===== src/rtl/rf_write_arbiter.sv =====
// rf_write_arbiter
//   Round-robin arbiter that funnels NREQ register-file write requesters into
//   a single registered write port, with read-after-write hazard flags and a
//   committed-write counter.
//
// Ports
//   clk        : clock, all state changes on the rising edge
//   reset      : asynchronous, active-high reset
//   req_valid  : per-requester write request (bit i = requester i)
//   req_addr   : packed destination addresses, requester i at [ADDR_W*i +: ADDR_W]
//   req_data   : packed write data, requester i at [DATA_W*i +: DATA_W]
//   req_ready  : per-requester grant, one-hot or zero, combinational
//   rf_we      : register-file write enable (registered)
//   rf_waddr   : register-file write address (registered)
//   rf_wdata   : register-file write data (registered, bit-exact)
//   rd_addr1/2 : register-file read addresses used for hazard detection
//   hazard1/2  : read address matches the write currently in flight
//   wr_count   : number of committed writes, wraps 255 -> 0
`timescale 1ns/1ps
module rf_write_arbiter #(
  parameter int NREQ   = 3,
  parameter int DATA_W = 8,
  parameter int ADDR_W = 3
) (
  input  logic                     clk,
  input  logic                     reset,
  input  logic [NREQ-1:0]          req_valid,
  input  logic [NREQ*ADDR_W-1:0]   req_addr,
  input  logic [NREQ*DATA_W-1:0]   req_data,
  output logic [NREQ-1:0]          req_ready,
  output logic                     rf_we,
  output logic [ADDR_W-1:0]        rf_waddr,
  output logic [DATA_W-1:0]        rf_wdata,
  input  logic [ADDR_W-1:0]        rd_addr1,
  input  logic [ADDR_W-1:0]        rd_addr2,
  output logic                     hazard1,
  output logic                     hazard2,
  output logic [7:0]               wr_count
);

  localparam int PTR_W = (NREQ > 1) ? $clog2(NREQ) : 1;

  logic [PTR_W-1:0]  r_ptr;
  logic              r_we;
  logic [ADDR_W-1:0] r_waddr;
  logic [DATA_W-1:0] r_wdata;
  logic [7:0]        r_wr_count;

  logic              w_found;
  logic [PTR_W-1:0]  w_win_idx;
  logic [NREQ-1:0]   w_grant;
  logic              w_accept;
  logic [ADDR_W-1:0] w_win_addr;
  logic [DATA_W-1:0] w_win_data;
  logic [PTR_W-1:0]  w_ptr_next;

  // Round-robin search: first valid requester starting at r_ptr, wrapping.
  always_comb begin
    int w_idx;
    w_found   = 1'b0;
    w_win_idx = '0;
    w_idx     = 0;
    for (int k = 0; k < NREQ; k++) begin
      w_idx = (int'(r_ptr) + k) % NREQ;
      if (!w_found && req_valid[w_idx]) begin
        w_found   = 1'b1;
        w_win_idx = PTR_W'(w_idx);
      end else begin
        w_found   = w_found;
      end
    end
  end

  // Grant vector; held at zero while reset is asserted so nothing is accepted.
  always_comb begin
    w_grant = '0;
    if (w_found && !reset) begin
      w_grant[w_win_idx] = 1'b1;
    end else begin
      w_grant = '0;
    end
  end

  assign w_accept   = w_found && !reset;
  assign w_win_addr = req_addr[int'(w_win_idx)*ADDR_W +: ADDR_W];
  assign w_win_data = req_data[int'(w_win_idx)*DATA_W +: DATA_W];
  assign w_ptr_next = (w_win_idx == PTR_W'(NREQ-1)) ? '0 : w_win_idx + PTR_W'(1);

  // Write port and pointer: load the winner on accept, otherwise hold address/data.
  always_ff @(posedge clk or posedge reset) begin
    if (reset) begin
      r_we    <= 1'b0;
      r_waddr <= '0;
      r_wdata <= '0;
      r_ptr   <= '0;
    end else if (w_accept) begin
      r_we    <= 1'b1;
      r_waddr <= w_win_addr;
      r_wdata <= w_win_data;
      r_ptr   <= w_ptr_next;
    end else begin
      r_we    <= 1'b0;
    end
  end

  // Committed-write counter: a write commits on each edge where rf_we is high.
  always_ff @(posedge clk or posedge reset) begin
    if (reset) begin
      r_wr_count <= 8'd0;
    end else if (r_we) begin
      r_wr_count <= r_wr_count + 8'd1;
    end else begin
      r_wr_count <= r_wr_count;
    end
  end

  assign req_ready = w_grant;
  assign rf_we     = r_we;
  assign rf_waddr  = r_waddr;
  assign rf_wdata  = r_wdata;
  assign wr_count  = r_wr_count;
  assign hazard1   = r_we && (r_waddr == rd_addr1);
  assign hazard2   = r_we && (r_waddr == rd_addr2);

endmodule


===== config.mk =====
export PLATFORM = sky130hd
export DESIGN_NAME = rf_write_arbiter
export DESIGN_NICKNAME = d
export VERILOG_FILES = /design/src/rtl/rf_write_arbiter.sv
export SDC_FILE = /design/constraint.sdc
export NUM_CORES = 1
export LEC_CHECK = 0
export CAP_MARGIN = 15
export CELL_PAD_IN_SITES_DETAIL_PLACEMENT = 1
export CELL_PAD_IN_SITES_GLOBAL_PLACEMENT = 1
export CORE_MARGIN = 4
export CORE_UTILIZATION = 35
export DETAILED_ROUTE_END_ITERATION = 16
export MAX_ROUTING_LAYER = met4
export PLACE_DENSITY_LB_ADDON = 0.1
export SETUP_SLACK_MARGIN = 0.3
export SLEW_MARGIN = 10
export SYNTH_ARGS = -nofsm -noshare
export SYNTH_HDL_FRONTEND = slang
export SYNTH_SLANG_ARGS = --single-unit
export TNS_END_PERCENT = 5

===== constraint.sdc =====
create_clock -name clk -period 4.15 [get_ports clk]
set_clock_uncertainty 0.1 [all_clocks]
set_input_delay 0.83 -clock clk [delete_from_list [all_inputs] [get_ports clk]]
set_output_delay 0.83 -clock clk [all_outputs]
set_load 0.01 [all_outputs]

==> Flow_metrics.wiki <==
{| class="wikitable"
! Metric !! Value
|-
| IR Drop Worst-Case VDD || 0.0002941 V
|-
| Area share of the leading cell type in the synthesized netlist || 29.85%
|-
| Post-synthesis simple-gate area fraction || 15.33%
|-
| Fraction of layout cells with a size suffix above 1 || 16.36%
|-
| CTS Root Buffer Type || sky130_fd_sc_hd__clkbuf_8
|-
| Wire length per cell || 15.71 um
|-
| Vias || 1695
|-
| Worst Path Required || 3.22 ns
|-
| Area Overhead vs Synth || 43.96%
|-
| Initial antenna violation count || 0
|-
| Initial Utilization || 36.11%
|-
| Max frequency || 0.2694 GHz
|-
| Sum of negative setup slack || 0 ns
|-
| Global route total overflow || 0
|-
| Adder and majority gate portion of the synthesized area || 3.392%
|-
| Post-synthesis instance area || 1844 um^2
|-
| Die X || 80.59 um
|-
| Hold violation count in the final report || 0
|-
| Startpoint Class || input pin
|-
| Routability-driven placement congestion ratio || 0.8044
|-
| Final Worst Setup Slack || 0.4380 ns
|-
| Minimum clock period || 3.712 ns
|-
| Main combinational cell family by area after synthesis || compound AO/OA/AOI/OAI gates
|-
| Final HPWL DP || 4216 um
|-
| Cell type with the highest aggregate area in the netlist || sky130_fd_sc_hd__dfrtp_1
|-
| Worst rel slew slack || 44.41%
|-
| End of the worst register-to-register path || rf_wdata[7]
|-
| Num CTS Buffers || 3
|-
| Distinct cell type count after synthesis || 42
|-
| Worst setup path class || in2out
|-
| Post-synthesis sequential area ratio || 29.85%
|-
| Total of buffers placed on input and output ports || 68
|-
| Total of hold buffers inserted after clock tree synthesis || 0
|-
| Post-synth EDFFs || 0
|-
| Path type of the worst min-delay path || reg2reg
|-
| Syn nets || 250
|-
| Actual transition at the worst max-transition pin || 0.8330 ns
|-
| Largest cells by area after synthesis || sky130_fd_sc_hd__dfrtp_1 30%, sky130_fd_sc_hd__a221oi_2 8.1%, sky130_fd_sc_hd__mux2i_1 7.1%
|-
| Worst setup path startpoint || req_valid[2]
|-
| Outcome || finished, final reports clean
|-
| Crit path cell chain || clkdlybuf4s50_1, nand2_1, o22a_2, nand4b_1, nand2_1, a22oi_1, and2_1, clkdlybuf4s50_1
|-
| Arrival time of data at the critical path endpoint || 2.78 ns
|-
| Final setup violating endpoints || 0
|-
| Clock tree from TritonCTS || yes
|-
| Global-route wire length before repair || 8590 um
|-
| Number of slew-limit violations in the final report || 0
|-
| Pin count of the biggest net entering global routing || 27
|-
| Overall die area || 6495 um^2
|-
| Largest fanout on the critical path || 4
|-
| Top Ports || 69
|-
| Number of search-and-repair iterations in the first detailed-routing pass || 4
|-
| Number of instances in the synthesized netlist || 201
|-
| Number of synthesized register bits || 22
|-
| Total power of the final layout || 1.798 mW
|-
| Minimum setup slack among reg-to-reg paths || 1.52 ns
|-
| Final std cell area, no fill || 2655 um^2
|-
| Fraction of the mapped netlist area in compound gates || 29.04%
|-
| Maximum clock insertion buffer count || 2
|-
| Count of routing violations after the opening detailed-route iteration || 31
|-
| Setup repair after global routing missed its margin || true
|-
| Cell Rows || 26
|-
| Number of diodes || 0
|-
| Share of the clock period used by the worst path after layout || 89.45%
|-
| Power per unit of standard cell area || 677.1 nW/um^2
|-
| LEAKAGE || 1.201 nW
|-
| Remaining DRCs || 0
|-
| Async set-or-reset flop fraction in the synthesized netlist || 100.0%
|-
| Total instance count after detailed placement || 332
|-
| Y dimension of the die || 80.59 um
|-
| Antenna-violating nets left || 0
|-
| Area inside the core boundary || 5107 um^2
|-
| Predominant post-synthesis flop cell || sky130_fd_sc_hd__dfrtp_1
|-
| Depth of the most critical reg-to-reg path || 9
|-
| Clk pin slew, worst setup/hold paths || 0.08 ns
|-
| H-tree level count || 1
|-
| Fraction of synthesized area in multiplexers || 7.666%
|-
| R2r startpoint || r_ptr[0]
|-
| Insertion delay to the later sink of the worst-skew pair || 0.26 ns
|-
| Number of nets in the finished design || 319
|-
| Largest stage delay, worst path || 0.53 ns
|-
| Placed cell areas || 2567 um^2
|-
| Count of placed standard cells in the final layout, fillers left out || 339
|-
| Ys Warns || 0
|-
| Xor and xnor area share after synthesis || 6.174%
|-
| Hold_ws || 0.3781 ns
|-
| CTS Sinks || 22
|-
| Final cell utilization of the core || 51.98%
|-
| Reported max-cap violation count || 0
|-
| CP max-delay cell || sky130_fd_sc_hd__clkdlybuf4s50_1
|-
| Via count of the first global-routing pass || 1686
|-
| Crit path to || req_ready[0]
|-
| Worst Setup End Kind || output pin
|-
| Mean post-synth cell area || 9.175 um^2
|-
| Global-route usage over all layers || 17.77%
|-
| Total routed wirelength || 5325 um
|-
| Dpl ws || 0.1935 ns
|-
| Mean number of vias per cell || 5.000
|}
worst min-delay path by stage:
stage,from,endpoint,cells past startpoint
after floorplan,r_ptr[1],r_ptr[1],2
after global placement,wr_count[7],wr_count[7],1
after detailed placement,wr_count[7],wr_count[7],1
after CTS,wr_count[7],wr_count[7],1
after global routing,rf_wdata[5],rf_wdata[5],2
final,wr_count[7],wr_count[7],1
cells by family (layout without fill, tap and decap cells):
group | count (synthesis) | after routing
XOR/XNOR | 13 | 13
flip-flops | 22 | 22
AO/OA/AOI/OAI | 52 | 52
multiplexers | 14 | 14
AND/OR/NAND/NOR | 64 | 64
adder cells (fa/ha/maj) | 5 | 5
buffers and inverters | 31 | 99
per-layer routing:
metal	vias to the layer above	GRT usage (%)	part of all wire, %
met4	0	6.081	1.4
met3	5	1.570	3.4
li1	840	-	-
met1	808	22.67	47
met2	42	29.55	48
met5	-	-	0
worst max-delay path, delay by kind of cell:
kind	cells	cell delay, ns
AOI/OAI and AO/OA	2	0.48
and+or+nand+nor	4	0.42
buffers and inverters	2	1.05
power breakdown:
group	internal, mW	leakage (nW)	switching [mW]	total [mW]
Sequential	0.313	0.273	0.102	0.416
Combinational	0.608	0.899	0.622	1.23
Clock	0.0846	0.0288	0.0674	0.152
Total	1.01	1.20	0.792	1.80
registers in the layout, summed over array words and instances (netlist names):
name	count
rf_wdata	8
wr_count	8
rf_waddr	3
r_ptr	2
rf_we	1
cell type report:
cell class,instances,area (um^2)
Multi-Input combinational cell,148,1144
Tap cell,70,87.58
Inverter,18,67.56
Fill cell,599,2452
Sequential cell,22,550.5
Timing Repair Buffer,77,750.7
Clock buffer,4,55.05
Yosys cell counts, drive strengths merged, types with 2 or more instances:
master and n:
nand2 32, dfrtp 22, inv 18, nor2 17, mux2i 13, a21o 12, a221oi 11, o31ai 11
buf 9, o21ai 7, xor2 7, xnor2 6, ha 5, clkbuf 4, nand3 4, a21oi 3
nor3 3, a22oi 2, a31o 2, and2b 2, nand4 2
cell usage in the layout, fill, tap and decap left out, types with 6 or more instances in the layout:
cell                              count
sky130_fd_sc_hd__xor2_1               7
sky130_fd_sc_hd__nand2_1             31
sky130_fd_sc_hd__o31ai_2              9
sky130_fd_sc_hd__mux2i_1             13
sky130_fd_sc_hd__inv_1               18
sky130_fd_sc_hd__nor2_1              16
sky130_fd_sc_hd__clkdlybuf4s50_1     67
sky130_fd_sc_hd__a21o_1              12
sky130_fd_sc_hd__buf_4                9
sky130_fd_sc_hd__xnor2_1              6
sky130_fd_sc_hd__dfrtp_1             22
sky130_fd_sc_hd__a221oi_2            10
what timing repair did:
action	in CTS	in global routing
gates resized for setup	1	1
gates cloned	0	0
setup buffers	2	1
endpoints found under the setup margin	3	3
endpoints found under the hold margin	0	0
pin swaps	1	0
(Power assumes the default switching activity.)
==> edit 1, RTL diff (config.mk and constraints unchanged) <==
Set the parameter `ADDR_W` to 4 (it was 3).
--- a/src/rtl/rf_write_arbiter.sv
+++ b/src/rtl/rf_write_arbiter.sv
@@ -20,7 +20,7 @@
 module rf_write_arbiter #(
   parameter int NREQ   = 3,
   parameter int DATA_W = 8,
-  parameter int ADDR_W = 3
+  parameter int ADDR_W = 4
 ) (
   input  logic                     clk,
   input  logic                     reset,
Interface: changed (resized rd_addr1, rd_addr2, req_addr and rf_waddr); port bits go from 69 to 75. The function was not compared with the original's and may differ.
==> edit 1 against the original RTL <==
- cell area is 4.3% higher
- sequential cell count is 1 higher
- worst setup slack worse by 0.023 ns
- critical endpoint unchanged
- synthesized area is 4.1% higher
- power is 2.3% higher
- routed wire length is 2.9% higher
- critical path depth stayed put
- highest routed layer unchanged
- synthesized cell count is 6.0% higher
- global-route usage is 0.90 points lower
- largest cell class unchanged
- via count is 5.7% higher
- worst hold slack better by 0.0042 ns
- count of clock-buffer cells in the layout stayed put
==> edit 1: results (changes against the original RTL) <==
stage;metric;value;unit;change
placement;Final HPWL DP;4.40;mm;was 4.22 mm
sta;hold slack;0.382;ns;was 0.378 ns
placement;Routability Congestion;0.827;;was 0.804
synth;Synth Area per Inst;9.01;sq um;was 9.18 sq um
synth;sequential area share after synthesis;0.300;;was 0.299
global_route;total track usage;0.169;;was 0.178
drt;final wirelength;5.48;mm;was 5.33 mm
placement;Cell Count Post-Placement;351;;was 332
drt;Starting DRT DRC Count;54;;was 31
power_and_ir_drop;Worst IR Drop VDD;0.348;mV;was 0.294 mV
placement;Buffers on Ports;74;;was 68
power_and_ir_drop;Clk. pwr;0.139;mW;was 0.152 mW
finish;Cell Count, Final, Fillers Out;356;;was 339
sta;min Tclk post-route;3.74;ns;was 3.71 ns
synth;syn nets;267;;was 250
drt;vias;1791;;was 1695
global_route;met1 GRT Util;0.235;;was 0.227
worst_setup_path;Crit. Startpoint;req_valid[0];;was req_valid[2]
status;status;finished, final reports clean;;unchanged
power_and_ir_drop;PnR Total Power;1.84;mW;was 1.80 mW
drt;routed wl met3;316;microns;was 181 microns
global_route;first-pass GRT wire length;8.60;mm;was 8.59 mm
power_and_ir_drop;Switching Share;0.440;;about the same
global_route;met3 GRT Util;0.0186;;was 0.0157
sta;relative slew slack;0.409;;was 0.444
placement;Place WS;0.254;ns;was 0.194 ns
global_route;largest net degree at the start of global routing;29;;was 27
finish;fin nets;341;;was 319
worst_setup_path;R2R setup slack;1.50;ns;was 1.52 ns
[edit 1: cell type report]
type                            count  area (sq um)
Inverter                           19          71.3
Fill cell                         618          2440
Sequential cell                    23           576
Timing Repair Buffer               83           817
Clock buffer                        4          45.0
Multi-Input combinational cell    157          1170
Tap cell                           70          87.6
[edit 1: kinds of logic after synthesis]
| logic type | Yosys count | synth area share |
|---|---|---|
| AO/OA/AOI/OAI | 55 | 0.276 |
| XOR/XNOR | 15 | 0.0685 |
| adder cells (fa/ha/maj) | 5 | 0.0326 |
| buffers and inverters | 33 | 0.0906 |
| flip-flops | 23 | 0.300 |
| multiplexers | 15 | 0.0789 |
| AND/OR/NAND/NOR | 67 | 0.153 |
[edit 1: timing repair]
item	in CTS	in global routing
endpoints found under the setup margin	2	2
setup buffers	0	1
resized for setup	1	3
pin swaps	0	1
==> edit 2, RTL diff (config.mk and constraints unchanged) <==
Without the edit above. Reset style: synchronous (`reset`), changed in 2 clocked blocks. Comments in the files are not updated.
--- a/src/rtl/rf_write_arbiter.sv
+++ b/src/rtl/rf_write_arbiter.sv
@@ -87,7 +87,7 @@
   assign w_ptr_next = (w_win_idx == PTR_W'(NREQ-1)) ? '0 : w_win_idx + PTR_W'(1);
 
   // Write port and pointer: load the winner on accept, otherwise hold address/data.
-  always_ff @(posedge clk or posedge reset) begin
+  always_ff @(posedge clk) begin
     if (reset) begin
       r_we    <= 1'b0;
       r_waddr <= '0;
@@ -104,7 +104,7 @@
   end
 
   // Committed-write counter: a write commits on each edge where rf_we is high.
-  always_ff @(posedge clk or posedge reset) begin
+  always_ff @(posedge clk) begin
     if (reset) begin
       r_wr_count <= 8'd0;
     end else if (r_we) begin
Function: differs if reset is asserted again (counterexample within 4 cycles, from zero or initial values and one cycle with reset high); with reset held inactive, the same outputs for 10 cycles.
==> edit 2 against the original RTL <==
- routed wire length fell by 15%
- sequential cell count did not move
- worst hold slack improved by 0.011 ns
- cell count decreased by 18%
- sequential power shrank 21%
- synthesized cell count fell by 18%
- synthesized area shrank 23%
- worst setup slack gained 0.039 ns
- power decreased by 33%
- critical endpoint is now req_ready[1]
- cell area down 18%
==> edit 2: results (changes against the original RTL) <==
stage;metric;value;unit;change
finish;Ant. Diodes;0;;unchanged
synth;syn nets;213;;was 250
synth;multiplexer area fraction after synthesis;0.0922;;was 0.0767
power_and_ir_drop;Worst IR Drop VDD;0.233;mV;was 0.294 mV
synth;XOR/XNOR Fraction of Synth Area;0.0683;;was 0.0617
placement;Routability Congestion;0.889;;was 0.804
synth;sequential area share after synthesis;0.312;;was 0.299
synth;adder-cell share of the synthesized area;0.0443;;was 0.0339
hold_path;worst hold path stage count;2;;was 1
synth;top post-synthesis cells by area;dfxtp_1, mux2i_1, xor2_1;;was dfrtp_1, a221oi_2, mux2i_1
power_and_ir_drop;Switching Share;0.404;;was 0.440
worst_setup_path;worst r2r dst;rf_wdata[6];;was rf_wdata[7]
finish;layout cells sized above 1;0.0913;;was 0.164
finish;inverters;10;;was 18
worst_setup_path;worst r2r src;r_ptr[0];;unchanged
synth;most frequent cells after synthesis;dfxtp_1, nor2_1, nand2_1, mux2i_1, inv_1;;was nand2_1, dfrtp_1, inv_1, nor2_1, mux2i_1
finish;multi-input logic portion of the cell area;0.401;;was 0.431
finish;Non-clock buffer share;0.327;;was 0.283
synth;Main synth FF type;dfxtp_1;;was dfrtp_1
placement;Place WS;0.225;ns;was 0.194 ns
finish;bufs w/o clock;72;;was 77
global_route;vias in the first global route;1643;;was 1686
power_and_ir_drop;Logic power comb;0.724;mW;was 1.23 mW
worst_setup_path;Critical Path Fanout Max;10;;was 4
drt;Starting DRT DRC Count;79;;was 31
drt;via density per instance;5.30;;was 5.00
finish;Sequential Area;440;sq um;was 551 sq um
drt;final wirelength;4.53;mm;was 5.33 mm
finish;Layout clock area frac;0.0252;;was 0.0207
global_route;largest net degree at the start of global routing;17;;was 27
cts;Post-CTS Repair Setup Buffers;0;;was 2
synth;count of different cell masters after synthesis;40;;was 42
global_route;first-pass GRT wire length;7.50;mm;was 8.59 mm
worst_setup_path;CP arrival;2.74;ns;was 2.78 ns
worst_setup_path;R2R setup slack;1.56;ns;was 1.52 ns
sta;actual slew at the worst max-slew pin;0.765;ns;was 0.833 ns
finish;comb_multi_in;122;;was 148
synth;ys async rst share;0;;was 1.00
finish;fin nets;280;;was 319
status;status;finished, final reports clean;;unchanged
-- edit 2: layer usage --
metal	wire length, microns	track usage	up-vias
met5	0	-	-
met4	51	0.0585	0
met3	341	0.0575	5
met2	2250	0.317	56
met1	1890	0.217	685
li1	-	-	727
-- edit 2: per-stage QoR --
step | area, sq um | util | instances
2_1_floorplan | 1410 | - | 164
3_3_place_gp | 2110 | 0.558 | 274
3_5_place_dp | 2110 | 0.558 | 274
4_1_cts | 2160 | 0.572 | 278
5_1_grt | 2180 | 0.579 | 278
6_report | 2180 | 0.579 | 278
-- edit 2: how the worst max path moves through the flow --
stage          slack, ns            to          from  cells after the start
3_3_place_gp        0.26  req_ready[0]  req_valid[1]                      8
3_5_place_dp        0.22  req_ready[0]  req_valid[1]                      8
6_report            0.48  req_ready[1]      r_ptr[0]                      8
5_1_grt             0.33  req_ready[1]      r_ptr[0]                      8
4_1_cts             0.29  req_ready[1]  req_valid[0]                      7
2_1_floorplan       1.25  req_ready[1]  req_valid[0]                      5
